<file path="src/rtl/dspl_capture_if.sv">
// Bus bundle between a multiplexed 7-segment display scan and dspl_capture.
// The master side drives the scan (an/dec_cat) and observes the decoded
// frame; the slave side is the capture block itself.
//
// Handshake: frame_valid is a one-cycle pulse with no back-pressure. digits
// changes only in the cycle frame_valid is high and holds its value otherwise.
// The consumer must take the frame in that cycle; there is no ready signal.
// fsm_state is a debug view of the capture FSM (0 = IDLE, 1 = DWELL, 2 = HELD).
interface dspl_capture_if;
    logic [7:0]  an;
    logic [7:0]  dec_cat;
    logic [47:0] digits;
    logic        frame_valid;
    logic        seg_error;
    logic        anode_error;
    logic        display_idle;
    logic [1:0]  fsm_state;

    modport master (
        output an,
        output dec_cat,
        input  digits,
        input  frame_valid,
        input  seg_error,
        input  anode_error,
        input  display_idle,
        input  fsm_state
    );

    modport slave (
        input  an,
        input  dec_cat,
        output digits,
        output frame_valid,
        output seg_error,
        output anode_error,
        output display_idle,
        output fsm_state
    );
endinterface

</file>
<file path="src/rtl/dspl_capture.sv">
// dspl_capture: receive-side decoder for an 8-digit multiplexed 7-segment
// bus. Each digit dwell is tracked until the sample has been stable for
// STABLE_CYCLES, then it is decoded into {en, hex[3:0], dp} and stored in a
// shadow frame. The frame is published when a digit that was already
// captured in this frame comes round again.
//
// Optional macro SYNC_INPUTS_EN: when defined, an/dec_cat pass through a
// two-flop synchronizer first (all latencies grow by two cycles). When
// undefined, the inputs are assumed synchronous to clock.
module dspl_capture #(
    parameter int STABLE_CYCLES  = 16,
    parameter int TIMEOUT_CYCLES = 1048576
) (
    input  logic          clock,
    input  logic          reset,
    dspl_capture_if.slave bus
);

    localparam int IDLE_W = $clog2(TIMEOUT_CYCLES + 1);
    localparam logic [IDLE_W-1:0] IDLE_MAX  = IDLE_W'(TIMEOUT_CYCLES);
    localparam logic [IDLE_W-1:0] IDLE_LAST = IDLE_W'(TIMEOUT_CYCLES - 1);
    localparam logic [7:0]        STAB_LAST = 8'(STABLE_CYCLES - 1);

    typedef enum logic [1:0] {
        ST_IDLE  = 2'd0,
        ST_DWELL = 2'd1,
        ST_HELD  = 2'd2
    } state_t;

    // ------------------------------------------------------------------
    // Input sampling
    // ------------------------------------------------------------------
    logic [7:0] an_s;
    logic [7:0] cat_s;

`ifdef SYNC_INPUTS_EN
    logic [15:0] sync_a;
    logic [15:0] sync_b;

    // Two-flop synchronizer; resets to a blank sample so nothing is seen.
    always_ff @(posedge clock or negedge reset) begin
        if (!reset) begin
            sync_a <= '1;
            sync_b <= '1;
        end else begin
            sync_a <= {bus.an, bus.dec_cat};
            sync_b <= sync_a;
        end
    end

    assign an_s  = sync_b[15:8];
    assign cat_s = sync_b[7:0];
`else
    assign an_s  = bus.an;
    assign cat_s = bus.dec_cat;
`endif

    logic [7:0] an_low;
    logic       no_low;
    logic       one_low;
    logic       multi_low;
    logic [2:0] samp_idx;

    assign an_low    = ~an_s;
    assign no_low    = (an_s == 8'hFF);
    assign one_low   = !no_low && ((an_low & (an_low - 8'd1)) == 8'd0);
    assign multi_low = !no_low && !one_low;

    // Position of the low anode bit; only meaningful when exactly one is low.
    always_comb begin
        samp_idx = 3'd0;
        for (int i = 0; i < 8; i++) begin
            if (an_low[i]) samp_idx = 3'(i);
        end
    end

    // Segment pattern (active-high, bit 6 = a ... bit 0 = g) to {bad, hex}.
    function automatic logic [4:0] decode_glyph(input logic [6:0] seg_on);
        case (seg_on)
            7'h7E:   decode_glyph = 5'h00;
            7'h30:   decode_glyph = 5'h01;
            7'h6D:   decode_glyph = 5'h02;
            7'h79:   decode_glyph = 5'h03;
            7'h33:   decode_glyph = 5'h04;
            7'h5B:   decode_glyph = 5'h05;
            7'h5F:   decode_glyph = 5'h06;
            7'h70:   decode_glyph = 5'h07;
            7'h7F:   decode_glyph = 5'h08;
            7'h7B:   decode_glyph = 5'h09;
            7'h77:   decode_glyph = 5'h0A;
            7'h1F:   decode_glyph = 5'h0B;
            7'h4E:   decode_glyph = 5'h0C;
            7'h3D:   decode_glyph = 5'h0D;
            7'h4F:   decode_glyph = 5'h0E;
            7'h47:   decode_glyph = 5'h0F;
            default: decode_glyph = 5'h10;
        endcase
    endfunction

    // ------------------------------------------------------------------
    // Capture FSM
    // ------------------------------------------------------------------
    state_t     state;
    state_t     nxt_state;
    logic [2:0] cur_idx;
    logic [7:0] cur_cat;
    logic [7:0] stab_cnt;
    logic       load_cur;
    logic       inc_cnt;
    logic       capture;

    // State register.
    always_ff @(posedge clock or negedge reset) begin
        if (!reset) state <= ST_IDLE;
        else        state <= nxt_state;
    end

    // Next state and tracking controls; a multi-anode sample acts as blank.
    always_comb begin
        nxt_state = state;
        load_cur  = 1'b0;
        inc_cnt   = 1'b0;
        capture   = 1'b0;
        case (state)
            ST_IDLE: begin
                if (one_low) begin
                    nxt_state = ST_DWELL;
                    load_cur  = 1'b1;
                end
            end
            ST_DWELL: begin
                if (!one_low) begin
                    nxt_state = ST_IDLE;
                end else if (samp_idx != cur_idx || cat_s != cur_cat) begin
                    load_cur = 1'b1;
                end else if (stab_cnt == STAB_LAST) begin
                    capture   = 1'b1;
                    nxt_state = ST_HELD;
                end else begin
                    inc_cnt = 1'b1;
                end
            end
            ST_HELD: begin
                if (!one_low) begin
                    nxt_state = ST_IDLE;
                end else if (samp_idx != cur_idx) begin
                    nxt_state = ST_DWELL;
                    load_cur  = 1'b1;
                end
            end
            default: nxt_state = ST_IDLE;
        endcase
    end

    // Digit under observation and its stability count.
    always_ff @(posedge clock or negedge reset) begin
        if (!reset) begin
            cur_idx  <= 3'd0;
            cur_cat  <= 8'hFF;
            stab_cnt <= 8'd0;
        end else if (load_cur) begin
            cur_idx  <= samp_idx;
            cur_cat  <= cat_s;
            stab_cnt <= 8'd1;
        end else if (inc_cnt) begin
            stab_cnt <= stab_cnt + 8'd1;
        end
    end

    // ------------------------------------------------------------------
    // Frame assembly and idle timeout
    // ------------------------------------------------------------------
    logic [IDLE_W-1:0] idle_cnt;
    logic [5:0]        shadow [8];
    logic [7:0]        seen;
    logic [47:0]       digits_q;
    logic              frame_valid_q;
    logic              seg_error_q;
    logic              anode_error_q;
    logic              display_idle_q;

    logic [4:0]  decoded;
    logic [5:0]  cap_field;
    logic [47:0] frame_out;
    logic [47:0] digits_off;
    logic        timeout_hit;

    assign decoded     = decode_glyph(~cur_cat[7:1]);
    assign cap_field   = {1'b1, decoded[3:0], ~cur_cat[0]};
    // Only a display that was live can time out, so the pulse fires once.
    assign timeout_hit = no_low && (idle_cnt == IDLE_LAST) && !display_idle_q;

    // Published frame: shadow contents, with slots not seen this frame disabled.
    always_comb begin
        frame_out  = '0;
        digits_off = digits_q;
        for (int i = 0; i < 8; i++) begin
            frame_out[i*6 +: 6] = {seen[i] & shadow[i][5], shadow[i][4:0]};
            digits_off[i*6 + 5] = 1'b0;
        end
    end

    // Count consecutive cycles with no anode driven low; saturates.
    always_ff @(posedge clock or negedge reset) begin
        if (!reset)                idle_cnt <= '0;
        else if (!no_low)          idle_cnt <= '0;
        else if (idle_cnt != IDLE_MAX) idle_cnt <= idle_cnt + 1'b1;
    end

    // Shadow frame, seen mask, published digits and status flags.
    always_ff @(posedge clock or negedge reset) begin
        if (!reset) begin
            for (int i = 0; i < 8; i++) shadow[i] <= 6'd0;
            seen           <= 8'd0;
            digits_q       <= 48'd0;
            frame_valid_q  <= 1'b0;
            seg_error_q    <= 1'b0;
            anode_error_q  <= 1'b0;
            display_idle_q <= 1'b1;
        end else begin
            frame_valid_q <= 1'b0;
            if (multi_low) anode_error_q <= 1'b1;
            if (capture) begin
                display_idle_q   <= 1'b0;
                shadow[cur_idx]  <= cap_field;
                if (decoded[4]) seg_error_q <= 1'b1;
                if (seen[cur_idx]) begin
                    // Repeat of a digit closes the frame; it opens the next one.
                    digits_q      <= frame_out;
                    frame_valid_q <= 1'b1;
                    seen          <= 8'b1 << cur_idx;
                end else begin
                    seen[cur_idx] <= 1'b1;
                end
            end else if (timeout_hit) begin
                display_idle_q <= 1'b1;
                digits_q       <= digits_off;
                frame_valid_q  <= 1'b1;
                seen           <= 8'd0;
            end
        end
    end

    assign bus.digits       = digits_q;
    assign bus.frame_valid  = frame_valid_q;
    assign bus.seg_error    = seg_error_q;
    assign bus.anode_error  = anode_error_q;
    assign bus.display_idle = display_idle_q;
    assign bus.fsm_state    = state;

endmodule

</file>
<file path="src/flat_wrapper.sv">
// flat-port wrapper written by rule: the top's interface ports become plain ports
module dspl_capture_flat 
#(
    parameter int STABLE_CYCLES  = 16,
    parameter int TIMEOUT_CYCLES = 1048576
)
  (clock, reset, bus_an, bus_dec_cat, bus_digits, bus_frame_valid, bus_seg_error, bus_anode_error, bus_display_idle, bus_fsm_state);
  dspl_capture_if bus_i ();
  input  logic clock;
  input  logic reset;
  input wire logic [$bits(bus_i.an)-1:0] bus_an;
  input wire logic [$bits(bus_i.dec_cat)-1:0] bus_dec_cat;
  output wire logic [$bits(bus_i.digits)-1:0] bus_digits;
  output wire logic [$bits(bus_i.frame_valid)-1:0] bus_frame_valid;
  output wire logic [$bits(bus_i.seg_error)-1:0] bus_seg_error;
  output wire logic [$bits(bus_i.anode_error)-1:0] bus_anode_error;
  output wire logic [$bits(bus_i.display_idle)-1:0] bus_display_idle;
  output wire logic [$bits(bus_i.fsm_state)-1:0] bus_fsm_state;
  assign bus_i.an = bus_an;
  assign bus_i.dec_cat = bus_dec_cat;
  assign bus_digits = bus_i.digits;
  assign bus_frame_valid = bus_i.frame_valid;
  assign bus_seg_error = bus_i.seg_error;
  assign bus_anode_error = bus_i.anode_error;
  assign bus_display_idle = bus_i.display_idle;
  assign bus_fsm_state = bus_i.fsm_state;
  dspl_capture #(.STABLE_CYCLES(STABLE_CYCLES), .TIMEOUT_CYCLES(TIMEOUT_CYCLES)) u_core (.clock(clock), .reset(reset), .bus(bus_i));
endmodule
</file>
<file path="config.mk">
export PLATFORM = sky130hd
export DESIGN_NAME = dspl_capture_flat
export DESIGN_NICKNAME = d
export VERILOG_FILES = /design/src/rtl/dspl_capture_if.sv /design/src/rtl/dspl_capture.sv /design/src/flat_wrapper.sv
export SDC_FILE = /design/constraint.sdc
export NUM_CORES = 1
export LEC_CHECK = 0
export CAP_MARGIN = 10
export CORE_MARGIN = 3
export CORE_UTILIZATION = 60
export DETAILED_ROUTE_END_ITERATION = 8
export GPL_TIMING_DRIVEN = 1
export PLACE_DENSITY = 0.87
export SETUP_SLACK_MARGIN = 0.3
export SYNTH_ARGS = -nofsm -noshare
export SYNTH_HDL_FRONTEND = slang
export SYNTH_SLANG_ARGS = --single-unit
</file>
<file path="constraint.sdc">
create_clock -name clock -period 6.42 [get_ports clock]
set_clock_uncertainty 0.05 [all_clocks]
set_input_delay 0.963 -clock clock [delete_from_list [all_inputs] [get_ports clock]]
set_output_delay 0.963 -clock clock [all_outputs]
set_load 0.1 [all_outputs]
</file>
==> reports/qor.yml, run 1 <==
status: "finished clean"
startpoint_type: "input port"
postCtsSetupBuffers: 0
cts_hold_buffers: 0
rsz0062_at_grt: "false"
fp-row-count: 39
maxSlewViolCount: 0
instances_no_fill: 832
path_buf_inv: 1
synth_top_family_by_area: "multiplexers"
synth_compound_area_frac: 0.0676
firstDrtPassIters: 4
die_w_microns: 115
synth_mux_area_frac: 0.165
ys_types: 63
grt_pass1_vias: 5143
dieArea_sq_um: 13200
avgSynthCellArea_sq_um: 11.6
clk_pin_slew_ns: 0.06
synth_xor_area_frac: 0.0332
hold_path_depth: 1
io_buffers: 71
clk_latency_ns: 0.42
ant_nets: 0
initial_core_util: 0.619
slowest_stage: "nand3_2"
gp_congestion: 0.870
ctsResizeCount: 0
endpoint_kind: "flip-flop"
fill_cells: 731
antennaDiodeCount: 0
synth-main-ff-cell: "dfrtp_1"
synthCells: 614
grt_overflow: 0
tritoncts: "done"
wire_per_inst_microns: 19.2
yosys.area.top_type: "dfrtp_1"
synth-simple-area-share: 0.162
antenna_found_initial: 0
root_buffer: "clkbuf_16"
yosysMostFrequentCell: "dfrtp_1"
r2r_slack_ns: 2.64
finalCritPeriodShare: 0.652
cts_buffer_depth: 2
synth_seq_area_share: 0.528
holdPathEnd: "u_core.shadow[17]$_DFFE_PN0P_"
drtIter0Drc: 342
cts_htree_levels: 4
worst_pin_slew_ns: 1.19
crit_chain: "clkdlybuf4s50_1 -> and4_1 -> a21bo_2 -> nand4bb_1 -> nor4_2 -> nand3_2 -> mux2_2"
vias_per_cell: 6.17
clock.fmax_ghz: 0.239
power_leakage_nw: 3.84
cts_buffers: 17
hold_viol_final: 0
required_ns: 6.67
vias: 5136
cp_max_fo: 40
post-route-drc-count: 0
syn-cell-area_sq_um: 7130
synth.area.top_cells: "dfrtp_1 (49%), mux2_2 (13%), dfstp_2 (3.3%)"
power_w: 0.00241
fin_crit_ns: 4.18
rr_startpoint: "u_core.cur_cat[5]$_DFFE_PN1P_"
slowest_delay_ns: 0.89
clkSinkCount: 150
drive_gt1_frac: 0.221
die_h_microns: 115
grt_max_degree: 112
min-delay-start: "u_core.shadow[17]$_DFFE_PN0P_"
grt_pass1_wl_microns: 26100
setup_viol: 0
cellPowerDensity_nw_per_um2: 284
nNetsFinal: 701
relSlewSlack: 0.199
area_growth_pct: 19.0
grtUsageTotal: 0.252
routed_wl_microns: 16000
fin_tns_setup_ns: 0
synth_top_area_frac: 0.495
synth-edff-count: 0
ir_drop_uv: 230
cap_violations: 0
crit_family: "simple AND/OR/NAND/NOR gates"
hp-class: "reg -> reg"
hpwl_microns: 10500
dp.cells: 799
io_pins: 72
worst_ep_arrival_time_ns: 4.43
yosys_warnings: 0
ys_top_cells_by_count: "dfrtp_1 (141), mux2_2 (83), nand2_1 (50)"
ys_ff_latch: 150
r2r_cells: 6
worst-setup-path-type: "in -> reg"
r2r-end: "u_core.bus.digits[12]$_DFFE_PN0P_"
syn_nets: 639
coreArea_sq_um: 11500
synthAdderAreaFrac: 0.0137
async_reset_ff_frac: 1.00
per-layer routing:
layer	up-vias	track usage	wire (microns)
met4	0	0.0947	331
met2	187	0.427	8200
li1	2317	-	-
met3	30	0.0516	698
met5	-	0	0
met1	2602	0.323	6730
power by group:
group          switching (W)  internal, W  total, W
Combinational       0.000196     0.000133  0.000329
Sequential          0.000113     0.000995   0.00111
Clock               0.000388     0.000583  0.000971
flip-flops by register name (all words and copies together) (netlist names):
name,cells
u_core.bus.digits,48
u_core.frame_out,40
u_core.idle_cnt,21
u_core.cur_cat,8
u_core.seen,8
u_core.shadow,8
u_core.stab_cnt,8
u_core.cur_idx,3
u_core.bus.fsm_state,2
u_core.bus.anode_error,1
u_core.bus.display_idle,1
u_core.bus.frame_valid,1
u_core.bus.seg_error,1
cells by family (layout without fill, tap and decap cells):
| family | after synthesis | after routing |
|---|---|---|
| buffers and inverters | 51 | 126 |
| multiplexers | 105 | 105 |
| flip-flops | 150 | 150 |
| XOR/XNOR | 27 | 27 |
| AO/OA/AOI/OAI | 72 | 72 |
| adder cells (fa/ha/maj) | 8 | 8 |
| AND/OR/NAND/NOR | 201 | 201 |
worst max-delay path by stage:
stage                    from  cells past startpoint  slack, ns                                end
floorplan           bus_an[5]                      8       3.10   u_core.frame_out[13]$_DFFE_PN0P_
global placement    bus_an[7]                      7       1.93  u_core.bus.digits[27]$_DFFE_PN0P_
detailed placement  bus_an[3]                      7       1.86  u_core.bus.digits[12]$_DFFE_PN0P_
CTS                 bus_an[2]                      7       2.26  u_core.bus.digits[28]$_DFFE_PN0P_
global route        bus_an[3]                      7       1.94  u_core.bus.digits[12]$_DFFE_PN0P_
finish              bus_an[7]                      7       2.24  u_core.bus.digits[12]$_DFFE_PN0P_
layout by cell type (no fill, tap or decap), drive strengths merged, types with 10 or more instances in the layout:
master and n:
a21oi 15, clkbuf 21, clkdlybuf4s50 70, dfrtp 141, inv 22, mux2 83
mux2i 20, nand2 50, nand3 15, nand4 10, nor2 36, nor4 12
o21ai 18, xor2 19
per-stage QoR:
stage	area (sq um)	hold slack (ns)	setup WS, ns	util
4_1_cts	8480	0.420	2.26	0.736
2_1_floorplan	7130	0.385	3.10	-
3_3_place_gp	7900	0.398	1.93	0.686
5_1_grt	8480	0.441	1.94	0.737
6_report	8480	0.423	2.24	0.737
3_5_place_dp	7900	0.402	1.86	0.686
layout make-up:
type	instances	area, sq um	share of cell area
multi-input combinational	413	3160	0.372
tap	143	179	0.0211
inverter	20	75.1	0.00885
clock buffer	21	450	0.0531
clock inverter	11	125	0.0147
sequential	150	3760	0.444
timing repair buffer	74	732	0.0863
Note: power is estimated with default switching activity, not from simulation.
==> inputs of run 2 (changes only) <==
- CORE_UTILIZATION: 60 -> 52
- PLACE_DENSITY: 0.87 -> 0.81
- clock period: 6.42 -> 3.8 ns (I/O delays scaled with it)
==> reports/qor.yml, run 2 (synthesis results as in run 1) <==
status: "finished clean"
final_cell_mix: "dfrtp_1 (141), mux2_2 (83), clkdlybuf4s50_1 (70)"
slowest_stage: "or4_1"
vias_per_cell: 5.78
startpoint_type: "input port"
clock.fmax_ghz: 0.303
hpwl_microns: 10800
root_buffer: "clkbuf_16"
worst_ep_arrival_time_ns: 3.56
power_leakage_nw: 3.94
ir_drop_uv: 303
grtUsageTotal: 0.223
p_comb_frac: 0.144
crit_path_frequent_cell: "a211o_1"
fin_hold_ws_ns: 0.177
fp-row-count: 42
maxSlewViolCount: 0
slowest_delay_ns: 0.73
fin_util: 0.649
grt_pass1_vias: 5187
die_h_microns: 123
io_pins: 72
crit_chain: "clkdlybuf4s50_1 -> a21bo_2 -> a211o_1 -> a211o_1 -> or4_1 -> nor4b_4 -> mux2_2"
required_ns: 4.06
io_buffers: 71
gp_congestion: 0.897
largest_reg_flops: 48
postCtsSetupBuffers: 0
p_sw_frac: 0.301
fin_tns_setup_ns: 0
cts_htree_levels: 4
ant_nets: 0
p_switching_w: 0.00122
post-route-drc-count: 0
seqPwrFrac: 0.458
setup_viol: 0
finalCritPeriodShare: 0.868
drtIter0Drc: 295
endpoint_kind: "flip-flop"
grt_max_degree: 106
dp_slack_ns: 0.0949
relSlewSlack: 0.320
rsz0062_at_grt: "false"
cap_violations: 0
worst-setup-path-type: "in -> reg"
cts_buffer_depth: 2
cp_max_fo: 7
routed_wl_microns: 15600
clk_latency_ns: 0.43
tritoncts: "done"
grt_overflow: 0
antenna_found_initial: 0
hp-class: "in -> async"
layout_setup_ws_ns: 0.500
vias: 5101
clk_pin_slew_ns: 0.06
initial_core_util: 0.534
power.share.clock: 0.398
worst_pin_slew_ns: 1.02
cellPowerDensity_nw_per_um2: 469
nNetsFinal: 719
drive_gt1_frac: 0.245
dieArea_sq_um: 15200
die_w_microns: 123
cts_buffers: 17
fin_crit_ns: 3.30
area_growth_pct: 21.6
cts_hold_buffers: 0
hold_viol_final: 0
grt_pass1_wl_microns: 26400
final_common_cell: "dfrtp_1"
coreArea_sq_um: 13300
antennaDiodeCount: 0
wire_per_inst_microns: 17.6
ctsResizeCount: 0
firstDrtPassIters: 5
clkSinkCount: 150
p_int_w: 0.00284
## run 2: changes by cell type in the layout (fill, tap and decap cells not counted)
cell        change
buf_4          +18
inv_6           +4
clkbuf_1        -3
inv_8           +2
buf_12          +1
buf_2           -1
bufinv_16       -1
clkbuf_8        -1
clkinv_2        +1
clkinv_4        -1
clkinvlp_4      -1
## run 2: routing by layer
metal | global-route usage | wire length [microns] | vias to the layer above
met5 | 0 | 0 | -
met4 | 0.0699 | 281 | 0
met3 | 0.0590 | 824 | 29
met2 | 0.359 | 7680 | 157
met1 | 0.297 | 6760 | 2566
li1 | - | - | 2349
## run 2: final timing paths
path | from | end | slack (ns) | cells after the start
worst max register to register | u_core.cur_idx[1]$_DFFE_PN0P_ | u_core.frame_out[4]$_DFFE_PN0P_ | 0.59 | 6
max in group asynchronous | reset | u_core.seen[7]$_DFFE_PN0P_ | 2.78 | 2
worst min register to register | u_core.shadow[17]$_DFFE_PN0P_ | u_core.shadow[17]$_DFFE_PN0P_ | 0.42 | 1
worst min-delay path | reset | u_core.idle_cnt[12]$_DFFE_PN0P_ | 0.18 | 1
worst max-delay path | bus_an[3] | u_core.frame_out[4]$_DFFE_PN0P_ | 0.50 | 7
min in group clock | u_core.shadow[17]$_DFFE_PN0P_ | u_core.shadow[17]$_DFFE_PN0P_ | 0.42 | 1
## run 2: final cells by class
cell class | count | area, sq um
clock inverter | 15 | 141
timing repair buffer | 92 | 882
sequential | 150 | 3760
tap | 176 | 220
inverter | 20 | 75.1
fill | 984 | 4680
multi-input combinational | 413 | 3160
clock buffer | 17 | 425
## run 2: power groups by stage
stage	combinational [W]	sequential (W)	clock (W)
5_1_grt	0.000640	0.00188	0.00172
3_3_place_gp	0.000550	0.00187	0
3_5_place_dp	0.000574	0.00188	0
6_report	0.000586	0.00186	0.00161
2_1_floorplan	0.000460	0.00178	0
4_1_cts	0.000584	0.00185	0.00164
## run 2: stage by stage
stage                     power (W)  cells  cell area, sq um
after detailed placement    0.00246    851              8100
after floorplan             0.00224    614              7130
final                       0.00406    883              8670
after CTS                   0.00408    883              8670
after global routing        0.00424    883              8670
after global placement      0.00242    851              8100
## run 2: worst max-delay path, delay by kind of cell
| family | cells | cell delay (ns) |
|---|---|---|
| AND/OR/NAND/NOR | 2 | 1.19 |
| buffers and inverters | 1 | 0.51 |
| multiplexers | 1 | 0.39 |
| AO/OA/AOI/OAI | 3 | 0.89 |
